File: config.mk
export PLATFORM = sky130hd
export DESIGN_NAME = imem_ctrl
export DESIGN_NICKNAME = d
export VERILOG_FILES = /design/src/rtl/imem_ctrl.sv
export SDC_FILE = /design/constraint.sdc
export NUM_CORES = 1
export LEC_CHECK = 0
export CORE_AREA = 2 2 118 120
export CTS_CLUSTER_DIAMETER = 50
export DETAILED_ROUTE_END_ITERATION = 12
export DIE_AREA = 0 0 120 122
export PLACE_DENSITY_LB_ADDON = 0.25
export REMOVE_ABC_BUFFERS = 1
export SETUP_SLACK_MARGIN = 0.5
export SLEW_MARGIN = 20
export SYNTH_ARGS = -nofsm -noshare
export SYNTH_HDL_FRONTEND = slang
export SYNTH_SLANG_ARGS = --single-unit
File: constraint.sdc
create_clock -name clk_i -period 4 [get_ports clk_i]
set_input_delay 0.6 -clock clk_i [delete_from_list [all_inputs] [get_ports clk_i]]
set_output_delay 0.6 -clock clk_i [all_outputs]
set_load 0.02 [all_outputs]
File: src/rtl/imem_ctrl.sv
// Instruction memory sequencer: boot-loads the RAM from a streaming loader,
// then arbitrates the single RAM port between core fetch and a debug port.
module imem_ctrl #(
    parameter int DEPTH        = 1024,
    parameter int STARVE_LIMIT = 4
) (
    input  logic        clk_i,
    input  logic        rst_i,
    input  logic        skip_boot_i,
    input  logic        ld_valid_i,
    input  logic [31:0] ld_data_i,
    input  logic        ld_last_i,
    output logic        ld_ready_o,
    output logic        core_stall_o,
    output logic        err_o,
    input  logic        fetch_req_i,
    input  logic [31:0] fetch_addr_i,
    output logic        fetch_valid_o,
    output logic [31:0] fetch_data_o,
    input  logic        dbg_req_i,
    input  logic        dbg_we_i,
    input  logic [31:0] dbg_addr_i,
    input  logic [31:0] dbg_wdata_i,
    output logic        dbg_gnt_o,
    output logic        dbg_rvalid_o,
    output logic [31:0] dbg_rdata_o,
    output logic [31:0] mem_addr_o,
    output logic        mem_we_o,
    output logic [31:0] mem_wdata_o,
    input  logic [31:0] mem_rdata_i
);

    localparam int CW = (DEPTH > 1) ? $clog2(DEPTH) : 1;
    localparam int SW = $clog2(STARVE_LIMIT + 1);
    localparam logic [CW-1:0] LAST_WORD  = CW'(DEPTH - 1);
    localparam logic [SW-1:0] STARVE_MAX = SW'(STARVE_LIMIT);
    localparam logic [31:0]   ADDR_LIMIT = 32'(4 * DEPTH);
    localparam logic [31:0]   WORD_MASK  = 32'hFFFF_FFFC;

    typedef enum logic [1:0] {
        ST_BOOT  = 2'b00,
        ST_LOAD  = 2'b01,
        ST_RUN   = 2'b10,
        ST_ERROR = 2'b11
    } state_t;

    state_t        state_r;
    state_t        state_s;
    logic [CW-1:0] cnt_r;
    logic [CW-1:0] cnt_s;
    logic [SW-1:0] starve_r;
    logic [SW-1:0] starve_s;
    logic          fetch_gnt_s;
    logic          dbg_gnt_s;
    logic          fetch_in_range_s;
    logic          dbg_in_range_s;

    assign fetch_in_range_s = (fetch_addr_i < ADDR_LIMIT);
    assign dbg_in_range_s   = (dbg_addr_i < ADDR_LIMIT);
    assign dbg_gnt_o        = dbg_gnt_s;

    // Next-state, arbitration and RAM port drive.
    always_comb begin
        state_s     = state_r;
        cnt_s       = cnt_r;
        starve_s    = {SW{1'b0}};
        fetch_gnt_s = 1'b0;
        dbg_gnt_s   = 1'b0;
        mem_addr_o  = 32'h0000_0000;
        mem_we_o    = 1'b0;
        mem_wdata_o = 32'h0000_0000;
        case (state_r)
            ST_BOOT: begin
                if (skip_boot_i) begin
                    state_s = ST_RUN;
                end else begin
                    state_s = ST_LOAD;
                end
            end
            ST_LOAD: begin
                if (ld_valid_i) begin
                    mem_we_o    = 1'b1;
                    mem_addr_o  = 32'({cnt_r, 2'b00});
                    mem_wdata_o = ld_data_i;
                    if (ld_last_i) begin
                        state_s = ST_RUN;
                    end else if (cnt_r == LAST_WORD) begin
                        state_s = ST_ERROR;
                    end else begin
                        cnt_s = cnt_r + {{(CW-1){1'b0}}, 1'b1};
                    end
                end else begin
                    state_s = ST_LOAD;
                end
            end
            ST_RUN: begin
                // A starved debug request steals the slot; the core retries its fetch.
                if (dbg_req_i && (!fetch_req_i || (starve_r == STARVE_MAX))) begin
                    dbg_gnt_s = 1'b1;
                end else begin
                    fetch_gnt_s = fetch_req_i;
                end
                if (dbg_req_i && !dbg_gnt_s) begin
                    starve_s = starve_r + {{(SW-1){1'b0}}, 1'b1};
                end else begin
                    starve_s = {SW{1'b0}};
                end
                if (fetch_gnt_s) begin
                    mem_addr_o = fetch_addr_i & WORD_MASK;
                end else if (dbg_gnt_s) begin
                    mem_addr_o  = dbg_addr_i & WORD_MASK;
                    mem_we_o    = dbg_we_i && dbg_in_range_s;
                    mem_wdata_o = dbg_wdata_i;
                end else begin
                    mem_addr_o = 32'h0000_0000;
                end
            end
            ST_ERROR: begin
                state_s = ST_ERROR;
            end
            default: begin
                state_s = ST_BOOT;
            end
        endcase
    end

    // Sequencer state, load counter and starvation counter.
    always_ff @(posedge clk_i or negedge rst_i) begin
        if (!rst_i) begin
            state_r  <= ST_BOOT;
            cnt_r    <= {CW{1'b0}};
            starve_r <= {SW{1'b0}};
        end else begin
            state_r  <= state_s;
            cnt_r    <= cnt_s;
            starve_r <= starve_s;
        end
    end

    // Status outputs registered from the next state so they track the FSM exactly.
    always_ff @(posedge clk_i or negedge rst_i) begin
        if (!rst_i) begin
            core_stall_o <= 1'b1;
            ld_ready_o   <= 1'b0;
            err_o        <= 1'b0;
        end else begin
            core_stall_o <= (state_s != ST_RUN);
            ld_ready_o   <= (state_s == ST_LOAD);
            err_o        <= (state_s == ST_ERROR);
        end
    end

    // Read-data capture: one cycle after grant; out-of-range reads return zero.
    always_ff @(posedge clk_i or negedge rst_i) begin
        if (!rst_i) begin
            fetch_valid_o <= 1'b0;
            fetch_data_o  <= 32'h0000_0000;
            dbg_rvalid_o  <= 1'b0;
            dbg_rdata_o   <= 32'h0000_0000;
        end else begin
            fetch_valid_o <= fetch_gnt_s;
            if (fetch_gnt_s) begin
                fetch_data_o <= fetch_in_range_s ? mem_rdata_i : 32'h0000_0000;
            end
            dbg_rvalid_o <= dbg_gnt_s && !dbg_we_i;
            if (dbg_gnt_s && !dbg_we_i) begin
                dbg_rdata_o <= dbg_in_range_s ? mem_rdata_i : 32'h0000_0000;
            end
        end
    end

endmodule

==> results of run 1 <==
-- report_power, final --
group          internal [uW]  switching, uW
combinational            688            746
sequential               900           47.3
clock                    426            342
-- flip-flops by register name, summed over array words and instances, names as in the netlist, 2 cells and up --
register	count
dbg_rdata_o	32
fetch_data_o	32
cnt_r	10
starve_r	3
state_r	2
-- worst register-to-register path: stages (launching register included) --
cell and delay (ns):
dfrtp_1 0.44, inv_1 0.14, ha_1 0.21, nand2_1 0.15
nor2b_4 0.21, buf_4 0.14, nand2b_1 0.08, inv_2 0.45
nand2_1 0.13, o2bb2ai_1 0.19
-- layout make-up --
cell class | instances | area [um^2]
tap | 180 | 225
clock buffer | 10 | 229
multi-input combinational | 331 | 2210
fill | 1172 | 5550
timing repair buffer | 313 | 3100
inverter | 10 | 37.5
sequential | 84 | 2100
clock inverter | 6 | 46.3
-- metrics by stage --
stage,std cells,util [%],power (uW),hold slack (ns)
floorplan,425,-,1700,0.304
global placement,914,56.6,2360,0.452
detailed placement,914,56.6,2390,0.465
CTS,934,58.9,3180,0.472
global route,934,58.9,3320,0.374
finish,934,58.9,3150,0.308
-- worst paths after layout --
kind                                       start                           to  slack, ns  cells past startpoint
hold reg to reg            starve_r[0]$_DFF_PN0_        starve_r[0]$_DFF_PN0_       0.47                      1
max in group asynchronous                  rst_i  fetch_data_o[8]$_DFFE_PN0P_       3.18                      1
setup reg to reg            state_r[0]$_DFF_PN0_  dbg_rdata_o[25]$_DFFE_PN0P_       1.78                      9
hold / removal                             rst_i  dbg_rdata_o[10]$_DFFE_PN0P_       0.31                      1
min in group clk_i         starve_r[0]$_DFF_PN0_        starve_r[0]$_DFF_PN0_       0.47                      1
setup / recovery                     fetch_req_i                mem_addr_o[7]       0.65                      7
-- cell families (layout without fill, tap and decap cells) --
group	count (synthesis)	count (layout)	share of synthesized area (%)
xor+xnor	7	7	1.35
fa+ha+maj	8	8	2.21
compound gates	140	140	24.6
buf+inv	51	339	5.17
mux	2	2	0.497
other cells	1	2	0.0828
flops	84	84	46.4
simple gates	172	172	19.7
-- per-layer routing --
| metal | vias up | GRT usage, % | share of wire [%] |
|---|---|---|---|
| met5 | - | 0 | 0 |
| met4 | 0 | 8.60 | 2.6 |
| met3 | 28 | 7.77 | 9.9 |
| met2 | 219 | 39.5 | 50 |
| met1 | 2342 | 24.5 | 37 |
| li1 | 2297 | - | - |
-- cell usage in the layout, fill, tap and decap left out, types with 3 or more instances in the layout --
cell type          n
clkdlybuf4s50_1  295
dfrtp_1           83
nand2_1           61
nor2b_1           44
a22oi_1           32
o2bb2ai_1         32
a22o_1            32
nand3_1           24
a21oi_1           22
buf_4             16
a222oi_1          10
nor4_1            10
inv_1              9
clkbuf_16          9
nand4_1            8
ha_1               8
xnor2_1            6
and2_1             4
nor2_1             4
nor3_1             4
and4_1             3
and3_1             3
inv_6              3
==> summary.md, run 1 <==
| Metric | Value |
|---|---|
| Final Cell Area | 0.00796 mm^2 |
| Post-synthesis cell type count | a little over 40 |
| I/O pins | around 300 |
| Slowest CP cell | clkdlybuf4s50_1 |
| Die ar. | 0.0146 mm^2 |
| Fin. max-slew vios | 0 |
| Drt drc | 0 |
| Root Driver | clkbuf_16 |
| Max Cap Violations | 0 |
| FFs w/ async S/R, synth | 100% |
| Area growth syn-to-layout | 75.8% |
| Post-DRT Antenna Nets | 0 |
| # H-tree levels | 3 |
| TritonCTS Sinks | 84 |
| Hold Buf Count CTS | 0 |
| Avg Cell Area, Syn | between 9 and 10 um^2 |
| Vias in the first global route | roughly 5k |
| Starting density of the core | ~34% |
| Worst-Skew Late Latency | roughly 0.33 ns |
| Slew at the pin closest to its max-slew limit | 0.743 ns |
| Status | completed |
| CP startpoint kind | input port |
| Cell area after placement | 0.00764 mm^2 |
| Crit-path most repeated cell | clkdlybuf4s50_1 |
| Top-count cell post-synth | dfrtp_1 |
| Detail Placement HPWL | 12.4 mm |
| Final Hold Vio Count | 0 |
| Clk_skew | about 0.0085 ns |
| Reg clk slew, reported paths | 0.07 ns |
| Post-synth EDFFs | 0 |
| Setup bufs post-CTS | 4 |
| Gr usage total | roughly 22% |
| Clk buf depth | 2 |
| Rows | 43 |
| Final WL | around 17 mm |
| Final TNS setup | 0 ns |
| Setup crit end kind | output pin |
| RD Place Congestion | 0.869 |
| Slew HR | between 50% and 60% |
| Crit-path cells | clkdlybuf4s50_1 > buf_4 > nand3_2 > inv_1 > a222oi_1 > nor2b_1 > clkdlybuf4s50_1 |
| Post-CTS resize count | 0 |
| Synth top area cells | dfrtp_1, nor2b_1, a22o_1, o2bb2ai_1, a22oi_1 |
| Wire length per cell | between 15 and 20 um |
| Flops & latches, synth | between 80 and 90 |
| GR Overflow Total | 0 |
| First-pass GRT wire length | 25.8 mm |
| Critical path data required time | 3.40 ns |
| Kind of critical path | input port to output pin |
| Top FF cell, synth | dfrtp_1 |
| Antenna cells | 0 |
| Synth Warn # | 0 |
| Top post-synthesis cells by count | dfrtp_1, nand2_1, nor2b_1 |
| Synth top area share | a little under half |
| CP Buf/Inv Count | 4 |
| Share of cells above drive strength 1 | about 5.6% |
| CP peak stage delay | about 0.62 ns |
| Core footprint | between 0.01 and 0.015 mm^2 |
| Min Clock Period, post-route | approximately 3.4 ns |
| CTS buffer count | 9 |
| Leak | between 0.003 and 0.004 uW |
| Die Y | 122 um |
| Detailed Routing Iterations Pass 1 | 5 |
| Crit path DAT | ~2.8 ns |
| Via/cell ratio | ~5.2 |
| Worst ir drop on vdd | 0.233 mV |
| Worst Slack Setup Final | around 0.65 ns |
| RSZ-0062 raised after global routing | no |
| Seq/Total Area, Yosys | a little under half |
| Synth Instances | 465 |
| Power density over the cells | between 300 and 400 mW/mm^2 |
| Synthesized area | between 0.004 and 0.005 mm^2 |
| CP top delay family | buffers and inverters |
| CTS tree | done |
| Period utilisation layout | 83.9% |
| Vias | 4886 |
| Die width | ~120 um |
| Pre-CTS setup slack | 0.474 ns |
| First DRT Iteration DRCs | between 200 and 300 |
| Hold Path Class | input port to asynchronous set/reset pin |
| Largest net degree at the start of global routing | between 80 and 90 |
| Final setup vio count | 0 |
| Max Clock Freq | a little under 0.3 GHz |
| PortBufs | 296 |
| Synth area leader | dfrtp_1 |
| Max FO, Critical Path | 22 |
| Final nets | just over 900 |
| Antenna violations before repair | 0 |
Power figures use the tool's default switching activity.
==> run 2: changes to the inputs <==
Settings changed: CORE_AREA 2 2 118 120 to default, CORE_UTILIZATION from default to 33, DIE_AREA 0 0 120 122 to default.
Clock period 4 ns to 3 ns, I/O delays scaled along.
==> run 2 against run 1 <==
Compared with the run above:
- wire length rose by 0.19%
- highest routed layer unchanged
- critical endpoint is now mem_addr_o[6]
- clock skew barely moved
- critical path depth rose by 1
- combinational power rose by 36%
- via count rose by 0.72%
- sequential share of layout area barely moved
- final cell count rose by 0.86%
- total power rose by 38%
==> summary.md, run 2 (synthesized netlist as in run 1, its figures left out) <==
| Metric | Value |
|---|---|
| Vias in the first global route | 4823 (-3.9%) |
| Max FO, Critical Path | 7 (-68%) |
| Via/cell ratio | 5.22 (-0.14%) |
| Hold Path Class | input port to asynchronous set/reset pin |
| Vias | 4921 (+0.72%) |
| DR top layer | met4 |
| Worst Setup EP | mem_addr_o[6] |
| Wire length per cell | 18.1 um (-0.66%) |
| Gate power share | 44.6% (-0.9 points) |
| Final Core Density | 60.0% (+1.0 points) |
| Worst Reg-to-Reg Cells | 9 (unchanged) |
| Final Hold Vio Count | 0 (unchanged) |
| Top Registers | dbg_rdata_o: 32 flops, fetch_data_o: 32 flops, cnt_r: 10 flops |
| Status | completed |
| TritonCTS Sinks | 84 (unchanged) |
| Starting density of the core | 34.1% (+0.53 points) |
| Power density over the cells | 545 mW/mm^2 (+38%) |
| Gr usage total | 22.9% (+0.67 points) |
| Worst ir drop on vdd | 0.367 mV (+58%) |
| Worst R2R Start | starve_r[1]$_DFF_PN0_ |
| Drt drc | 0 (unchanged) |
| Largest net degree at the start of global routing | 85 (unchanged) |
| Clk_skew | 0.00840 ns (-0.0000886 ns) |
| Detailed Routing Iterations Pass 1 | 7 (+2) |
| Min Clock Period, post-route | about 2.4 ns |
| Die ar. | 0.0142 mm^2 (-3.0%) |
| Fin. max-slew vios | 0 (unchanged) |
| CTS buffer count | 9 (unchanged) |
| GR Overflow Total | 0 (unchanged) |
| PortBufs | 296 (unchanged) |
| Worst-Skew Late Latency | 0.33 ns (about the same) |
| Crit path DAT | 1.99 ns (-0.76 ns) |
| RD Place Congestion | 0.884 (+1.8%) |
| Area growth syn-to-layout | 76.1% |
| DR WL met2 | 8.28 mm (-2.5%) |
| I/O pins | 303 (unchanged) |
| Slew HR | 50.1% (-0.31 points) |
| Int Power | 2790 uW (+38%) |
| Most frequent cells in the layout | clkdlybuf4s50_1, dfrtp_1, nand2_1, buf_2, nor2b_1 |
| CTS tree | done |
| Die width | 119 um (-0.72%) |
| Leak | 0.00333 uW (+8.3%) |
| Share of cells above drive strength 1 | 17.4% (+12 points) |
| Kind of critical path | flop to output pin |
| First DRT Iteration DRCs | 248 (-5.0%) |
| Worst Slack Setup Final | 0.558 ns (-0.0878 ns) |
| Setup crit end kind | output pin |
| Max Cap Violations | 0 (unchanged) |
| Reg clk slew, reported paths | 0.06 ns (about the same) |
| # H-tree levels | 3 (unchanged) |
| Period utilisation layout | between 80% and 90% |
| Clk buf depth | 2 (unchanged) |
| Filler instances | 1132 (-3.4%) |
| Critical path data required time | 2.55 ns (-0.85 ns) |
| Final WL | 17.0 mm (+0.19%) |
| Sw Pwr | 1560 uW (+37%) |
| WL met3 | 1.64 mm (-2.4%) |
| Max Clock Freq | 0.409 GHz |
| Reg-to-Reg End | dbg_rdata_o[4]$_DFFE_PN0P_ |
| Die Y | 119 um (-2.3%) |
| Final nets | 936 (+1.2%) |
| CP startpoint kind | flop |
| Share of power burned in registers | 29.0% (-1.1 points) |
| Final setup vio count | 0 (unchanged) |
| Rows | 42 (-2.3%) |
| First-pass GRT wire length | 25.5 mm (-1.2%) |
| Antenna violations before repair | 1 (+1) |
| Slew at the pin closest to its max-slew limit | 0.748 ns (+0.00461 ns) |
| Core footprint | 0.0133 mm^2 (-1.5%) |
| Met1 wire length | 6.66 mm (+4.6%) |
| Critical path launch point | starve_r[1]$_DFF_PN0_ |
| Detail Placement HPWL | 12.2 mm (-1.5%) |
| Root Driver | clkbuf_16 |
| Clk pwr share | 26.4% (+2.0 points) |
| Pre-CTS setup slack | -0.0218 ns (-0.496 ns) |
| RSZ-0062 raised after global routing | yes |
| Commonest non-fill, non-tap cell in the layout | clkdlybuf4s50_1 |
| FF-to-FF setup slack | 0.98 ns (-0.80 ns) |
| Switch share | 35.9% (-0.15 points) |
| Post-DRT Antenna Nets | 0 (unchanged) |
run 2: cell count changes in the layout (fill, tap and decap cells not counted), moves of 3 or more:
cell | previous run | this run
buf_2 | 0 | 47
clkdlybuf4s50_1 | 295 | 229
inv_2 | 1 | 4
inv_1 | 9 | 6
buf_4 | 16 | 34
a22oi_2 | 0 | 7
buf_12 | 1 | 6
a22oi_1 | 32 | 25
ha_1 | 8 | 5
run 2: layer usage:
metal	track usage (%)	vias to the layer above
li1	-	2319
met3	8.19	25
met5	0	-
met2	38.8	233
met4	9.10	0
met1	26.2	2344
run 2: power by group through the flow:
stage,clock (uW),combinational (uW),sequential [uW]
2_1_floorplan,0,971,1290
3_3_place_gp,0,1930,1280
3_5_place_dp,0,1960,1280
4_1_cts,1170,1850,1250
5_1_grt,1230,2060,1270
6_report,1150,1940,1260
run 2: per-stage QoR:
stage	hold WS [ns]	std cells	TNS, ns	power (uW)	area (um^2)
final	0.158	942	0	4340	7970
after global routing	0.231	942	0	4560	7970
after CTS	0.339	936	0	4280	7790
after detailed placement	0.470	917	-0.0218	3240	7740
after global placement	0.449	917	-0.00270	3210	7740
after floorplan	0.154	425	-76.74	2260	4340
run 2: worst max-delay path, cell delays in order (launching register included):
cell and delay [ns]:
dfrtp_1 0.36, inv_2 0.05, ha_4 0.16, a21bo_4 0.21, nor2b_4 0.14, clkbuf_16 0.16
a222oi_1 0.32, nor2b_1 0.10, buf_2 0.17
run 2: worst min-delay path by stage:
stage / slack, ns / cells past startpoint / start / end
floorplan: 0.15 / 0 / rst_i / cnt_r[0]$_DFFE_PN0P_
global placement: 0.45 / 1 / starve_r[0]$_DFF_PN0_ / starve_r[0]$_DFF_PN0_
detailed placement: 0.47 / 1 / starve_r[0]$_DFF_PN0_ / starve_r[0]$_DFF_PN0_
CTS: 0.34 / 1 / rst_i / dbg_rdata_o[6]$_DFFE_PN0P_
global route: 0.23 / 1 / rst_i / dbg_rdata_o[6]$_DFFE_PN0P_
finish: 0.16 / 1 / rst_i / fetch_data_o[31]$_DFFE_PN0P_
run 2: final cells by class:
class | count | area, um^2 | share of cell area [%]
repair buffers | 324 | 3010 | 37.7
clock inverters | 5 | 57.6 | 0.722
flip-flops and latches | 84 | 2100 | 26.4
diodes | 1 | 2.50 | 0.0314
clock buffers | 11 | 253 | 3.17
multi-input cells | 331 | 2290 | 28.7
inverters | 10 | 37.5 | 0.471
well taps | 176 | 220 | 2.76
run 2: timing repair:
item                                    in CTS  in global routing
hold buffers                                 0                  0
endpoints found under the setup margin      64                 64
setup buffers                                3                  4
pin swaps                                    4                  5
cloned                                       0                  1
gates resized for setup                    267                 38
==> run 3: changes to the inputs <==
Settings changed: CORE_AREA from default to 2 2 119 121, CORE_UTILIZATION 33 to default, DIE_AREA from default to 0 0 121 123.
Clock period 3 ns to 2.33 ns, I/O delays scaled along.
==> run 3 against run 2 <==
Compared with the run above:
- the run now ends with negative setup slack left
- first-iteration DRC count fell by 19%
- sequential power rose by 27%
- clock skew rose by 0.0056 ns
- setup slack got worse by 0.62 ns
- global-route usage rose by 1.7 points
- non-clock buffer count rose by 45
- critical path depth did not move
- sequential share of layout area fell by 3.3 points
==> summary.md, run 3 (synthesized netlist as in run 1, its figures left out) <==
| Metric | Value |
|---|---|
| Status | complete, but fails checks |
| Violated checks | negative setup slack |
| Most frequent cells in the layout | clkdlybuf4s50_1, buf_4, dfrtp_1, nand2_1, nor2b_1 |
| Root Driver | clkbuf_16 |
| Die width | 121 um (+1.6%) |
| Fin. max-slew vios | 0 (unchanged) |
| Clk_skew | 0.0140 ns (+0.00556 ns) |
| Final Cell Area | 0.00909 mm^2 (+14%) |
| Die ar. | 0.0149 mm^2 (+4.9%) |
| Period utilisation layout | 103% |
| RD Place Congestion | 0.921 (+4.1%) |
| Clk buf depth | 2 (unchanged) |
| CTS tree | done |
| TritonCTS Sinks | 84 (unchanged) |
| Crit path DAT | 2.05 ns (+0.06 ns) |
| GR Overflow Total | 0 (unchanged) |
| Final Core Density | 66.8% (+6.8 points) |
| Pre-CTS setup slack | -0.426 ns (-0.404 ns) |
| Min Clock Period, post-route | 2.40 ns |
| First-pass GRT wire length | 28.5 mm (+12%) |
| RSZ-0062 raised after global routing | yes |
| Largest net degree at the start of global routing | 49 (-42%) |
| Wire length per cell | 19.8 um (+9.7%) |
| Final setup vio count | 22 (+22) |
| Cell area after placement | 0.00800 mm^2 (+3.3%) |
| I/O pins | 303 (unchanged) |
| CP startpoint kind | flop |
| Final WL | 19.6 mm (+15%) |
| Reg clk slew, reported paths | 0.06 ns (about the same) |
| Drt drc | 0 (unchanged) |
| Final nets | 981 (+4.8%) |
| Worst Slack Setup Final | -0.0666 ns (-0.624 ns) |
| Max Cap Violations | 0 (unchanged) |
| Hold Path Class | flop to flop |
| Kind of critical path | flop to output pin |
| Core footprint | 0.0136 mm^2 (+2.4%) |
| Vias | 5228 (+6.2%) |
| Detailed Routing Iterations Pass 1 | 6 (-1) |
| PortBufs | 296 (unchanged) |
| Total Power | 6600 uW (+52%) |
| Gr usage total | 24.6% (+1.7 points) |
| Share of cells above drive strength 1 | 28.5% (+11 points) |
| Vias in the first global route | 5221 (+8.3%) |
| Final Hold Vio Count | 0 (unchanged) |
| Antenna cells | 0 (-1) |
| Leak | 0.00371 uW (+12%) |
| Die Y | 123 um (+3.2%) |
| # H-tree levels | 3 (unchanged) |
| Antenna violations before repair | 0 (-1) |
| Rows | 43 (+2.4%) |
| CTS buffer count | 9 (unchanged) |
| Worst ir drop on vdd | 0.528 mV (+44%) |
| Max Clock Freq | between 0.4 and 0.5 GHz |
| Max FO, Critical Path | 21 (+14) |
| Worst-Skew Late Latency | 0.34 ns (about the same) |
| First DRT Iteration DRCs | 200 (-19%) |
| Starting density of the core | 33.3% (-0.79 points) |
| Top Registers | dbg_rdata_o: 32 flops, fetch_data_o: 32 flops, cnt_r: 10 flops |
| Power density over the cells | 726 mW/mm^2 (+33%) |
| Area growth syn-to-layout | 101% |
| Via/cell ratio | 5.28 (+1.1%) |
| Commonest non-fill, non-tap cell in the layout | clkdlybuf4s50_1 |
| Post-DRT Antenna Nets | 0 (unchanged) |
| Critical path data required time | 1.98 ns (-0.57 ns) |
| Setup crit end kind | output pin |
| Detail Placement HPWL | 13.2 mm (+8.5%) |
==> run 3: changes by cell type in the layout (fill, tap and decap cells not counted), moves of 4 or more <==
cell	before	now
buf_4	34	92
buf_16	0	6
buf_6	3	12
a21oi_1	22	9
o2bb2ai_1	32	23
a21oi_2	0	13
buf_2	47	8
a22oi_2	7	28
buf_12	6	13
nor4_2	0	4
a22oi_1	25	4
o2bb2ai_2	0	9
==> run 3: path summary, 6_finish.rpt <==
kind                                                   from                           end  slack (ns)  depth (start not counted)
worst min register to register  dbg_rdata_o[19]$_DFFE_PN0P_   dbg_rdata_o[19]$_DFFE_PN0P_        0.49                          1
worst min-delay path            dbg_rdata_o[19]$_DFFE_PN0P_   dbg_rdata_o[19]$_DFFE_PN0P_        0.49                          1
min in group asynchronous                             rst_i   dbg_rdata_o[31]$_DFFE_PN0P_        0.51                          2
max in group asynchronous                             rst_i  fetch_data_o[23]$_DFFE_PN0P_        1.18                          3
worst max register to register        starve_r[1]$_DFF_PN0_   dbg_rdata_o[16]$_DFFE_PN0P_        0.40                         11
worst max-delay path                  starve_r[0]$_DFF_PN0_                 mem_addr_o[9]       -0.07                          8
==> run 3: metal layers <==
layer | GRT usage [%] | up-vias | part of all wire (%)
met5 | 0 | - | 0
li1 | - | 2410 | -
met1 | 27.0 | 2534 | 37
met2 | 42.7 | 245 | 50
met3 | 9.46 | 39 | 9.7
met4 | 10.1 | 0 | 3.2
==> run 3: metrics by stage <==
step | cells | TNS [ns] | hold WS, ns
after detailed placement | 946 | -23.03 | 0.351
after global routing | 990 | -5.19 | 0.508
after CTS | 977 | -0.731 | 0.494
after global placement | 946 | -21.58 | 0.340
after floorplan | 425 | -141.71 | 0.0539
final | 990 | -0.325 | 0.491
==> run 3: cell type report <==
cell class	count	area, um^2
repair buffers	369	3770
fillers	1066	4520
flip-flops and latches	84	2100
clock inverters	7	145
well taps	180	225
clock buffers	9	225
multi-input cells	331	2570
inverters	10	47.5
==> run 3: worst max-delay path, cell delays in order (launching register included) <==
cell      delay [ns]
dfrtp_1         0.34
inv_1           0.05
ha_2            0.20
a21bo_4         0.21
nor2b_4         0.13
buf_12          0.15
a222oi_1        0.38
nor2b_1         0.09
buf_2           0.17
==> run 3: repair_timing <==
item	in CTS	in global routing
hold buffers	1	0
setup endpoints to repair	141	132
cloned	8	4
setup buffers	6	9
gates resized for setup	374	43
hold endpoints to repair	35	0
pin swaps	17	16
==> run 3: power by group <==
part           total [uW]  internal, uW  switching, uW  leakage (uW)
combinational        3240          1650           1600       0.00238
clock                1750          1160            587      0.000177
sequential           1600          1540           59.5       0.00116
